## src/rtl/fetch_pkg.sv

```systemverilog
// Shared types and constants for the instruction-fetch PC sequencer.
package fetch_pkg;

  typedef enum logic [2:0] {
    IDLE = 3'd0,
    REQ  = 3'd1,
    WAIT = 3'd2,
    HOLD = 3'd3,
    ERR  = 3'd4
  } fetch_state_e;

  localparam int         INSTR_BYTES = 4;
  localparam logic [1:0] ALIGN_MASK  = 2'(INSTR_BYTES - 1);

  function automatic logic is_aligned(input logic [1:0] addr_lsb);
    return (addr_lsb & ALIGN_MASK) == 2'b00;
  endfunction

endpackage

```

## src/rtl/fetch_out_reg.sv

```systemverilog
// Single-entry valid/ready holding register between fetch and decode.
module fetch_out_reg #(
  parameter int Width = 32
) (
  input  logic             clk,
  input  logic             rst_n,
  input  logic             load,
  input  logic             flush,
  input  logic             ready,
  input  logic [Width-1:0] load_instr,
  input  logic [Width-1:0] load_pc,
  output logic             valid,
  output logic [Width-1:0] instr,
  output logic [Width-1:0] pc
);

  // Flush wins over a same-cycle consume or load: a redirect discards the entry.
  always_ff @(posedge clk or negedge rst_n) begin
    if (!rst_n) begin
      valid <= 1'b0;
    end else if (flush) begin
      valid <= 1'b0;
    end else if (load) begin
      valid <= 1'b1;
    end else if (valid && ready) begin
      valid <= 1'b0;
    end
  end

  always_ff @(posedge clk or negedge rst_n) begin
    if (!rst_n) begin
      instr <= '0;
      pc    <= '0;
    end else if (load && !flush) begin
      instr <= load_instr;
      pc    <= load_pc;
    end
  end

endmodule

```

## src/rtl/fetch_pc_unit.sv

```systemverilog
// Architectural PC plus one-outstanding instruction-fetch sequencer with redirect/kill handling.
module fetch_pc_unit
  import fetch_pkg::*;
#(
  parameter int               Width       = 32,
  parameter logic [Width-1:0] ResetVector = '0
) (
  input  logic             clk,
  input  logic             rst_n,
  output logic [Width-1:0] PC,
  input  logic [Width-1:0] PCPlus4,
  input  logic             RedirectValid,
  input  logic [Width-1:0] RedirectPC,
  output logic             IReqValid,
  input  logic             IReqReady,
  output logic [Width-1:0] IReqAddr,
  input  logic             IRspValid,
  input  logic [Width-1:0] IRspData,
  output logic             InstrValid,
  input  logic             InstrReady,
  output logic [Width-1:0] Instr,
  output logic [Width-1:0] InstrPC,
  output logic             MisalignErr
);

  fetch_state_e     state;
  logic [Width-1:0] pc;
  logic             kill;
  logic             req_valid;
  logic             misalign;

  logic redir_aligned;
  logic accept;
  logic rsp_take;
  logic consume;
  logic old_req_outstanding;

  assign redir_aligned = is_aligned(RedirectPC[1:0]);
  assign accept        = req_valid && IReqReady;
  assign consume       = InstrValid && InstrReady;
  assign rsp_take      = (state == WAIT) && IRspValid && !kill && !RedirectValid;

  // A request already handed to memory whose response has not yet come back.
  assign old_req_outstanding = accept || ((state == WAIT) && !IRspValid);

  always_ff @(posedge clk or negedge rst_n) begin
    if (!rst_n) begin
      state     <= IDLE;
      pc        <= ResetVector;
      kill      <= 1'b0;
      req_valid <= 1'b0;
      misalign  <= 1'b0;
    end else begin
      // Only one response can be in flight, so any response retires a pending kill.
      if (IRspValid) begin
        kill <= 1'b0;
      end
      if (RedirectValid && old_req_outstanding) begin
        kill <= 1'b1;
      end

      if (RedirectValid) begin
        pc       <= RedirectPC;
        misalign <= !redir_aligned;
        if (!redir_aligned) begin
          state     <= ERR;
          req_valid <= 1'b0;
        end else if (old_req_outstanding) begin
          state     <= WAIT;
          req_valid <= 1'b0;
        end else begin
          state     <= REQ;
          req_valid <= 1'b1;
        end
      end else begin
        unique case (state)
          IDLE: begin
            state     <= REQ;
            req_valid <= 1'b1;
          end
          REQ: begin
            if (IReqReady) begin
              state     <= WAIT;
              req_valid <= 1'b0;
            end
          end
          WAIT: begin
            if (IRspValid) begin
              if (kill) begin
                state     <= REQ;
                req_valid <= 1'b1;
              end else begin
                pc    <= PCPlus4;
                state <= HOLD;
              end
            end
          end
          HOLD: begin
            if (consume) begin
              state     <= REQ;
              req_valid <= 1'b1;
            end
          end
          ERR: begin
            state <= ERR;
          end
          default: begin
            state     <= IDLE;
            req_valid <= 1'b0;
          end
        endcase
      end
    end
  end

  fetch_out_reg #(
    .Width(Width)
  ) u_out_reg (
    .clk       (clk),
    .rst_n     (rst_n),
    .load      (rsp_take),
    .flush     (RedirectValid),
    .ready     (InstrReady),
    .load_instr(IRspData),
    .load_pc   (pc),
    .valid     (InstrValid),
    .instr     (Instr),
    .pc        (InstrPC)
  );

  assign PC          = pc;
  assign IReqAddr    = pc;
  assign IReqValid   = req_valid;
  assign MisalignErr = misalign;

endmodule

```

## config.mk

```make
export PLATFORM = sky130hd
export DESIGN_NAME = fetch_pc_unit
export DESIGN_NICKNAME = d
export VERILOG_FILES = /design/src/rtl/fetch_pkg.sv /design/src/rtl/fetch_out_reg.sv /design/src/rtl/fetch_pc_unit.sv
export SDC_FILE = /design/constraint.sdc
export NUM_CORES = 1
export LEC_CHECK = 0
export CORE_MARGIN = 8
export CORE_UTILIZATION = 44
export CTS_BUF_LIST = sky130_fd_sc_hd__clkbuf_2
export DETAILED_ROUTE_END_ITERATION = 12
export PLACE_DENSITY_LB_ADDON = 0.15
export SLEW_MARGIN = 20
export SYNTH_ARGS = -nofsm -noshare
export SYNTH_HDL_FRONTEND = slang
export SYNTH_SLANG_ARGS = --single-unit
```

## constraint.sdc

```tcl
create_clock -name clk -period 4.7 [get_ports clk]
set_input_delay 1.41 -clock clk [delete_from_list [all_inputs] [get_ports clk]]
set_output_delay 1.41 -clock clk [all_outputs]
set_load 0.01 [all_outputs]
```

==> impl_metrics.tcl <==
set metrics [dict create \
    final_max_slew_viol_count 0 \
    antenna_cells 0 \
    cp_max_fo 38 \
    globalRouteOverflowTotal 0 \
    final.setup.worst_slack_ps 1580 \
    synth-simple-area-share 0.0568 \
    fin_util 0.664 \
    reg2reg_from "state[2]" \
    drtPass1Iterations 4 \
    insertion_delay_ps 540 \
    grt_use_total 0.189 \
    num_vias 3457 \
    synth_top_cells_by_count "103 x dfrtp_1, 60 x mux2_2, 37 x a21oi_1, 37 x nand2_1" \
    fin_worst_skew_ps 31.4 \
    end_kind "flip-flop" \
    dpl_cell_area_sq_um 6620 \
    power.leakage_uw 0.00305 \
    clk_path_buf_depth 2 \
    swShare 0.297 \
    gp_congestion 0.786 \
    routed_wirelength_mm 13.2 \
    io_pins 233 \
    reg2reg_depth 3 \
    synth_edf_count 0 \
    ys_ff_latch 103 \
    synth_flop_cell "dfrtp_1" \
    synth_area_leaders "dfrtp_1 57%, mux2_2 15%, a2bb2oi_1 6.2%, buf_4 5.3%, a21oi_1 4.1%" \
    cts-buffers-inserted 9 \
    path_class "in -> reg" \
    final_cell_area_sq_um 6730 \
    synth_fa_ha_area_frac 0 \
    critPathBufInv 3 \
    min_period_ps 3120 \
    synth_mux_area_frac 0.163 \
    outcome "finished, final reports clean" \
    rows 37 \
    ctsHoldBuffers 0 \
    startpoint_type "input pin" \
    worstMarginPinSlew_ps 955 \
    setup_tns_ps 0 \
    intPower_uw 1590 \
    clkPwrFrac 0.170 \
    die_h_microns 117 \
    hold_path.class "reg -> reg" \
    slowest_delay_ps 520 \
    dpl.hpwl_mm 9.72 \
    hold_viol 0 \
    syn_area_sq_um 4520 \
    whs_ps 541 \
    final_layout_size_suffix_gt1_frac 0.159 \
    ir_drop_uv 158 \
    coreArea_sq_um 10100 \
    cts_resized 0 \
    r2r_end "u_out_reg.instr[1]" \
    power_frac_comb 0.331 \
    crit_required_ps 5200 \
    grt_max_degree 81 \
    grt_pass1_wl_mm 20.8 \
    synth_largest_area_cell "dfrtp_1" \
    period_share 0.664 \
    p_switching_uw 670 \
    rsz0062_at_grt "no" \
    synth-compound-area-share 0.117 \
    dr.first_iter.drc_count 162 \
    ys.warnings.count 0 \
    setup_viol 0 \
    postSynthCellCount 356 \
    postCtsSetupRepairBufs 0 \
    initial_core_util 0.446 \
    timing.slew.headroom 0.363 \
    dieArea_sq_um 13800 \
    synth_top_area_frac 0.570 \
    fmax_ghz 0.321 \
    grt_pass1_vias 3691 \
    cp_top_family "buffers and inverters" \
    arrival_ps 3620 \
    slowest_stage "nor3_1" \
    antenna_found_initial 0 \
    avgSynthCellArea_sq_um 12.7 \
    place_ws_ps 1010 \
    synthArstFlopShare 1.00 \
    power_frac_seq 0.499 \
    min_from "u_out_reg.instr[24]" \
    path_cells "clkdlybuf4s50_1 > buf_4 > inv_2 > nor3_1 > a22oi_1 > a31oi_1" \
    ant_nets 0 \
    avgViaCountPerCell 5.01 \
    cts_tree "yes" \
    drc 0 \
    path_clk_slew_ps 290 \
    maxCapViolCount 0 \
    rrSetupSlack_ps 2430 \
    synth_cell_types 31 \
    synth_top_family_by_area "multiplexers" \
    area_growth_pct 48.9 \
    die_w_microns 117 \
    cts-root-buf "clkbuf_2" \
    layout.nets 651 \
    wl_per_cell_microns 19.1 \
    mappedNetlistNets 458 \
    yosysMostFrequentCell "dfrtp_1" \
    hold_end "u_out_reg.instr[24]" \
    cts_htree_levels 3 \
    synth_xor_area_frac 0 \
    hold_depth 1 \
    power-per-cell-area_nw_per_um2 335 \
    portBuffers 232 \
    ys_seq_area_frac 0.570 \
    clock_sinks 103 \
]
[power groups by stage]
stage | registers (uW) | clock network (uW) | logic, uW
after floorplan | 1200 | 0 | 231
after global placement | 1140 | 0 | 746
after detailed placement | 1140 | 0 | 759
after CTS | 1130 | 400 | 760
after global routing | 1150 | 439 | 796
final | 1120 | 384 | 747
[how the worst max path moves through the flow]
stage                   from  slack [ps]  cells past startpoint                 end
3_3_place_gp   RedirectValid        1050                      6           IReqValid
5_1_grt        RedirectValid        1470                      6           IReqValid
4_1_cts         IReqAddr[23]        1610                      1              PC[23]
6_report       RedirectValid        1580                      6           IReqValid
3_5_place_dp   RedirectValid        1010                      6           IReqValid
2_1_floorplan  RedirectValid        2270                      4  u_out_reg.instr[3]
[per-stage QoR]
stage	total power, uW	cells
5_1_grt	2380	690
6_report	2260	690
3_3_place_gp	1880	674
4_1_cts	2290	690
2_1_floorplan	1430	356
3_5_place_dp	1900	674
[sequential cells by signal, indices dropped and copies added, names as in the netlist]
name             cells
IReqAddr            32
IReqValid            1
MisalignErr          1
kill                 1
state                3
u_out_reg.instr     32
u_out_reg.pc        32
u_out_reg.valid      1
[final cells by class]
type	count	area [sq um]
Sequential cell	103	2580
Clock buffer	9	45.0
Clock inverter	7	56.3
Multi-Input combinational cell	198	1530
Timing Repair Buffer	235	2350
Inverter	2	7.51
Fill cell	775	3410
Tap cell	136	170
[cell families (layout without fill, tap and decap cells)]
group | Yosys count | in the layout
flip-flops | 103 | 103
AO/OA/AOI/OAI | 79 | 79
multiplexers | 64 | 64
AND/OR/NAND/NOR | 55 | 55
buffers and inverters | 55 | 253
[layout by cell type (no fill, tap or decap), types with 2 or more instances in the layout]
cell type          n
mux2_2            60
clkbuf_2           9
a22oi_1            3
buf_4              3
nand3_1            2
a2bb2oi_1         32
clkdlybuf4s50_1  231
inv_8              2
dfrtp_1          103
a31oi_1            2
mux2_4             4
nor2_1             6
a21oi_1           37
nand2_1           36
o21ai_0            3
[layer usage]
metal / share of wire / wire, microns / GRT usage / up-vias
li1: - / - / - / 1613
met1: 0.42 / 5480 / 0.218 / 1696
met2: 0.50 / 6580 / 0.327 / 139
met3: 0.074 / 967 / 0.0633 / 9
met4: 0.0090 / 119 / 0.0552 / 0
met5: 0 / 0 / 0 / -
Power figures use the tool's default switching activity.
